**src/rtl/mp_cache_tag_pkg.sv**
```systemverilog
// Shared types and constants for the cache tag-lookup controller.
// Tag SRAM entry layout is {valid, tag}; one entry per set.
package mp_cache_tag_pkg;

   localparam int ADDR_WIDTH   = 32;
   localparam int INDEX_WIDTH  = 4;
   localparam int OFFSET_WIDTH = 5;
   localparam int TAG_WIDTH    = ADDR_WIDTH - INDEX_WIDTH - OFFSET_WIDTH;
   localparam int ENTRY_WIDTH  = TAG_WIDTH + 1;

   // Request opcodes; RSVD behaves as LOOKUP.
   typedef enum logic [1:0] {
      LOOKUP = 2'b00,
      FILL   = 2'b01,
      INVAL  = 2'b10,
      RSVD   = 2'b11
   } tag_op_e;

   // Controller states.
   typedef enum logic [1:0] {
      INIT = 2'b00,
      IDLE = 2'b01,
      CMP  = 2'b10,
      WR   = 2'b11
   } tag_state_e;

   typedef struct packed {
      logic                 valid;
      logic [TAG_WIDTH-1:0] tag;
   } tag_entry_t;

   // True when the stored entry is valid and holds the requested tag.
   function automatic logic entry_hit(input tag_entry_t entry, input logic [TAG_WIDTH-1:0] tag);
      return entry.valid && (entry.tag == tag);
   endfunction

   // Entry written by a FILL (valid line) or an INVAL (all zero).
   function automatic tag_entry_t write_entry(input tag_op_e op, input logic [TAG_WIDTH-1:0] tag);
      tag_entry_t entry;
      entry.valid = 1'b0;
      entry.tag   = {TAG_WIDTH{1'b0}};
      if (op == FILL) begin
         entry.valid = 1'b1;
         entry.tag   = tag;
      end else begin
         entry.valid = 1'b0;
      end
      return entry;
   endfunction

endpackage

```
**src/rtl/mp_cache_tag_ctrl.sv**
```systemverilog
// Tag-lookup controller driving port 0 of the 16x24 single-port tag SRAM.
// After reset it sweeps every set to zero, then serves LOOKUP / FILL / INVAL.
// Optional build macro CACHE_TAG_STATS_EN adds saturating hit/miss counters.
module mp_cache_tag_ctrl
   import mp_cache_tag_pkg::*;
(
   input  logic                   clk,
   input  logic                   rst_n,
   input  logic                   req_valid,
   output logic                   req_ready,
   input  logic [1:0]             req_op,
   input  logic [ADDR_WIDTH-1:0]  req_addr,
   output logic                   rsp_valid,
   output logic                   rsp_hit,
   output logic                   rsp_victim_valid,
   output logic [TAG_WIDTH-1:0]   rsp_victim_tag,
`ifdef CACHE_TAG_STATS_EN
   output logic [31:0]            stat_hits,
   output logic [31:0]            stat_misses,
`endif
   output logic                   tag_csb0,
   output logic                   tag_web0,
   output logic [INDEX_WIDTH-1:0] tag_addr0,
   output logic [ENTRY_WIDTH-1:0] tag_din0,
   input  logic [ENTRY_WIDTH-1:0] tag_dout0
);

   localparam logic [INDEX_WIDTH-1:0] LAST_SET = {INDEX_WIDTH{1'b1}};

   tag_state_e             state_r;
   logic [INDEX_WIDTH-1:0] cnt_r;
   tag_op_e                op_r;
   logic [TAG_WIDTH-1:0]   tag_r;
   logic [INDEX_WIDTH-1:0] index_r;
   logic                   req_ready_r;
   logic                   rsp_valid_r;

   tag_op_e                req_op_s;
   logic                   req_is_lookup_s;
   logic [INDEX_WIDTH-1:0] req_index_s;
   logic [TAG_WIDTH-1:0]   req_tag_s;
   logic                   accept_s;
   tag_entry_t             dout_entry_s;
   logic                   in_cmp_s;
   logic                   hit_s;
   logic                   unused_offset_s;

   assign req_op_s        = tag_op_e'(req_op);
   assign req_is_lookup_s = (req_op_s == LOOKUP) || (req_op_s == RSVD);
   assign req_index_s     = req_addr[OFFSET_WIDTH +: INDEX_WIDTH];
   assign req_tag_s       = req_addr[ADDR_WIDTH-1 -: TAG_WIDTH];
   assign unused_offset_s = ^req_addr[OFFSET_WIDTH-1:0];
   assign accept_s        = (state_r == IDLE) && req_valid && req_ready_r;

   assign dout_entry_s    = tag_entry_t'(tag_dout0);
   assign in_cmp_s        = rst_n && (state_r == CMP);
   assign hit_s           = in_cmp_s && entry_hit(dout_entry_s, tag_r);

   // Main FSM: init sweep, request capture and one-cycle response slot.
   always_ff @(posedge clk) begin
      if (!rst_n) begin
         state_r     <= INIT;
         cnt_r       <= {INDEX_WIDTH{1'b0}};
         op_r        <= LOOKUP;
         tag_r       <= {TAG_WIDTH{1'b0}};
         index_r     <= {INDEX_WIDTH{1'b0}};
         req_ready_r <= 1'b0;
         rsp_valid_r <= 1'b0;
      end else begin
         case (state_r)
            INIT: begin
               cnt_r       <= cnt_r + INDEX_WIDTH'(1);
               rsp_valid_r <= 1'b0;
               if (cnt_r == LAST_SET) begin
                  state_r     <= IDLE;
                  req_ready_r <= 1'b1;
               end else begin
                  req_ready_r <= 1'b0;
               end
            end
            IDLE: begin
               if (accept_s) begin
                  op_r        <= req_is_lookup_s ? LOOKUP : req_op_s;
                  tag_r       <= req_tag_s;
                  index_r     <= req_index_s;
                  req_ready_r <= 1'b0;
                  rsp_valid_r <= 1'b1;
                  state_r     <= req_is_lookup_s ? CMP : WR;
               end else begin
                  req_ready_r <= 1'b1;
                  rsp_valid_r <= 1'b0;
               end
            end
            CMP, WR: begin
               state_r     <= IDLE;
               req_ready_r <= 1'b1;
               rsp_valid_r <= 1'b0;
            end
            default: begin
               state_r     <= INIT;
               cnt_r       <= {INDEX_WIDTH{1'b0}};
               req_ready_r <= 1'b0;
               rsp_valid_r <= 1'b0;
            end
         endcase
      end
   end

   // SRAM port 0 drive; held deselected whenever reset is asserted.
   always_comb begin
      tag_csb0  = 1'b1;
      tag_web0  = 1'b1;
      tag_addr0 = index_r;
      tag_din0  = {ENTRY_WIDTH{1'b0}};
      if (!rst_n) begin
         tag_csb0 = 1'b1;
      end else begin
         case (state_r)
            INIT: begin
               tag_csb0  = 1'b0;
               tag_web0  = 1'b0;
               tag_addr0 = cnt_r;
               tag_din0  = {ENTRY_WIDTH{1'b0}};
            end
            IDLE: begin
               if (accept_s) begin
                  tag_csb0  = 1'b0;
                  tag_web0  = req_is_lookup_s;
                  tag_addr0 = req_index_s;
                  tag_din0  = write_entry(req_op_s, req_tag_s);
               end else begin
                  tag_csb0 = 1'b1;
               end
            end
            CMP: begin
               tag_csb0 = 1'b1;
            end
            WR: begin
               // Deselected: the SRAM still holds and commits the captured write.
               tag_csb0 = 1'b1;
               tag_web0 = 1'b0;
               tag_din0 = write_entry(op_r, tag_r);
            end
            default: begin
               tag_csb0 = 1'b1;
            end
         endcase
      end
   end

   assign req_ready        = req_ready_r && rst_n;
   assign rsp_valid        = rsp_valid_r && rst_n;
   assign rsp_hit          = hit_s;
   assign rsp_victim_valid = in_cmp_s && dout_entry_s.valid;
   assign rsp_victim_tag   = in_cmp_s ? dout_entry_s.tag : {TAG_WIDTH{1'b0}};

`ifdef CACHE_TAG_STATS_EN
   localparam logic [31:0] STAT_MAX = 32'hFFFF_FFFF;

   logic [31:0] stat_hits_r;
   logic [31:0] stat_misses_r;

   // Saturating hit/miss counters; only reset clears them.
   always_ff @(posedge clk) begin
      if (!rst_n) begin
         stat_hits_r   <= 32'd0;
         stat_misses_r <= 32'd0;
      end else if (in_cmp_s) begin
         if (hit_s) begin
            if (stat_hits_r != STAT_MAX) begin
               stat_hits_r <= stat_hits_r + 32'd1;
            end else begin
               stat_hits_r <= stat_hits_r;
            end
         end else begin
            if (stat_misses_r != STAT_MAX) begin
               stat_misses_r <= stat_misses_r + 32'd1;
            end else begin
               stat_misses_r <= stat_misses_r;
            end
         end
      end else begin
         stat_hits_r   <= stat_hits_r;
         stat_misses_r <= stat_misses_r;
      end
   end

   assign stat_hits   = stat_hits_r;
   assign stat_misses = stat_misses_r;
`endif

endmodule

```
**config.mk**
```make
export PLATFORM = sky130hd
export DESIGN_NAME = mp_cache_tag_ctrl
export DESIGN_NICKNAME = d
export VERILOG_FILES = /design/src/rtl/mp_cache_tag_pkg.sv /design/src/rtl/mp_cache_tag_ctrl.sv
export SDC_FILE = /design/constraint.sdc
export NUM_CORES = 1
export LEC_CHECK = 0
export ABC_AREA = 0
export ABC_CLOCK_PERIOD_IN_PS = 2000
export BUFFER_PORTS_ARGS = -buffer_cell sky130_fd_sc_hd__buf_2
export CORE_MARGIN = 4
export CORE_UTILIZATION = 45
export CTS_CLUSTER_SIZE = 28
export DETAILED_ROUTE_END_ITERATION = 8
export PLACE_DENSITY = 0.87
export RECOVER_POWER = 25
export SLEW_MARGIN = 20
export SYNTH_ARGS = -nofsm -noshare
export SYNTH_HDL_FRONTEND = slang
export SYNTH_SLANG_ARGS = --single-unit
```
**constraint.sdc**
```tcl
create_clock -name clk -period 2 [get_ports clk]
set_input_delay 0.2 -clock clk [delete_from_list [all_inputs] [get_ports clk]]
set_output_delay 0.2 -clock clk [all_outputs]
set_load 0.05 [all_outputs]
```
==> impl_metrics.ini <==
[finish]
synthToLayoutAreaGrowth_pct = 46.1
fin_cells = 501
layout-drive-gt1-share_pct = 46.2
finalNetCount = 499
final_area_um2 = 3650
antenna_cells = 0
final_util_pct = 69.7

[sta]
slew_headroom_pct = 60.5
final_max_slew_viol_count = 0
worst_pin_slew_ns = 0.596
worst_slack_ns = 0.0229
fin_skew_ns = 0.00352
setup_viol = 0
fmax_mhz = 506
fin_crit_ns = 1.98
min_period_over_period_pct = 98.9
hold_viol = 0
rsz0062_at_grt = true

[pwr]
netSwitchingFraction_pct = 23.1
p_clk_share_pct = 41.7
p_sw_w = 0.000371
pwr-share-seq_pct = 46.5
power_w = 0.00160
p_leak_nw = 1.54
power.density_nw_per_um2 = 439
ir_drop_mv = 0.296
intPower_w = 0.00123
p_comb_share_pct = 11.8

[clocking]
cts_root_buf = clkbuf_8
clk_latency_ns = 0.28
cts.path.max_buffers = 2
htreeDepth = 2
cts_tree = done
clock_sinks = 37
numCtsBuffers = 5
path_clk_slew_ns = 0.07

[run]
drv_cap = 0

[placement]
dp_cells = 485
pre_cts_slack_ns = 0.107
hpwl_um = 5500
io_buffer_count = 112
placed_area_um2 = 3220
gp_congestion = 0.810

[worst_setup_path]
crit_path_start_kind = flip-flop
slowest_delay_ns = 0.36
path_max_fanout = 6
worstPathArrival_ns = 1.78
crit_chain = inv_4, ha_4, and3_4, and2_4, bufbuf_16, a22oi_2, nor2_2, buf_6
worst_setup_path_end_kind = output pin
cp_slowest_cell = dfxtp_4
path_class = reg2out
worst-r2r-setup-slack_ns = 0.52
required_ns = 1.80

[synthesis]
yosysWarnings = 0
synth.most_common_cell = nand2_1
synthArstFlopShare_pct = 0
synth_flop_cell = dfxtp_1
synth_top_area_cell = dfxtp_1
syn_avg_cell_area_um2 = 7.93
synth_seq_cells = 37
syn-num-nets = 384
synth_area_leaders = dfxtp_1, nand2_1, a22oi_2
synth_edf_count = 0
synth_common_cells = nand2_1, dfxtp_1, a21boi_0
synth-seq-area-share_pct = 29.7
syn_inst = 315
syn_area_um2 = 2500
yosysUniqueCellTypes = 33
synth_top_area_share_pct = 29.7

[grt]
grt-busiest-layer = met2
grt_max_degree = 31
grt_pass1_wl_um = 12000
antenna_found_initial = 0
track_usage_pct = 22.9
first_global_vias = 2606
grtUsageMet2_pct = 41.5
overflow = 0
gr-usage-met3_pct = 3.36
grt_util_met1_pct = 27.6

[detailed_routing]
routedWlPerCell_um = 15.4
via_per_inst = 5.29
wirelength_um = 7690
vias = 2651
drt_iter0_drc = 98
first_pass_iters = 4
drtAntennaViolNets = 0
drcViolationCount = 0

[hold_path]
min_path_type = in2reg

[die]
initial_core_util_pct = 47.7
ioPinCount = 118
fp-row-count = 26
coreArea_um2 = 5240
die_h_um = 82.5
die-area_um2 = 6810
die_x_um = 82.5

[run_status]
status = finished clean
==> power by group through the flow <==
stage / registers, W / clock network (W) / logic, W
floorplan: 0.000763 / 0 / 0.0000847
global placement: 0.000764 / 0 / 0.000179
detailed placement: 0.000764 / 0 / 0.000183
CTS: 0.000747 / 0.000684 / 0.000187
global route: 0.000747 / 0.000709 / 0.000207
finish: 0.000746 / 0.000668 / 0.000189
==> stage by stage <==
step / TNS [ns] / hold WS, ns
floorplan: -0.283 / 0.345
global placement: 0 / 0.450
detailed placement: 0 / 0.460
CTS: 0 / 0.169
global route: -0.567 / 0.174
finish: 0 / 0.175
==> cell type report <==
| class | instances | area (um^2) |
|---|---|---|
| Clock buffer | 7 | 86.3 |
| Clock inverter | 1 | 30.0 |
| Fill cell | 410 | 1590 |
| Inverter | 4 | 17.5 |
| Multi-Input combinational cell | 248 | 1710 |
| Sequential cell | 37 | 746 |
| Tap cell | 70 | 87.6 |
| Timing Repair Buffer | 134 | 971 |
==> registers in the layout (all words and copies together), names as in the netlist <==
register and flops:
cnt_r 4, index_r 4, op_r 2, req_ready_r 1, rsp_valid_r 1, state_r 2, tag_r 23
==> what timing repair did <==
action	in CTS	in global routing
setup endpoints to repair	31	30
hold buffers	0	0
setup buffers	5	2
gates resized for setup	54	15
pin swaps	2	2
gates cloned	1	0
==> critical path, delay by kind of cell, from the launching register on <==
kind | cells | cell delay, ns
buf+inv | 3 | 0.50
simple gates | 3 | 0.46
flops | 1 | 0.36
fa+ha+maj | 1 | 0.12
compound gates | 1 | 0.05
==> placed cells by master (no fill, tap or decap), types with 6 or more instances in the layout <==
| cell | n |
|---|---|
| buf_2 | 80 |
| nand2_1 | 66 |
| dfxtp_1 | 35 |
| a21boi_0 | 29 |
| buf_6 | 26 |
| nor2_2 | 25 |
| and3_1 | 23 |
| buf_4 | 21 |
| a22oi_2 | 20 |
| xnor2_1 | 17 |
| xor2_1 | 9 |
| a22oi_1 | 6 |
| and2_1 | 6 |
| clkbuf_8 | 6 |
==> routing by layer <==
metal | up-vias | routed length (um)
met5 | - | 0
met4 | 0 | 122
met3 | 12 | 520
met2 | 101 | 3960
met1 | 1230 | 3090
li1 | 1308 | -
==> logic make-up after synthesis <==
group	after synthesis	share of synthesized area (%)
compound gates	71	24.0
xor+xnor	26	9.12
fa+ha+maj	8	4.01
buf+inv	30	6.31
flops	37	29.7
mux	1	0.401
simple gates	142	26.5
==> final timing paths <==
| path | startpoint | end | cells after the start |
|---|---|---|---|
| worst max-delay path | state_r[1] | tag_din0[12] | 8 |
| worst min-delay path | req_addr[6] | index_r[1] | 3 |
| worst max register to register | state_r[1] | req_ready_r | 7 |
| worst min register to register | index_r[1] | index_r[1] | 2 |
(Power assumes the default switching activity.)
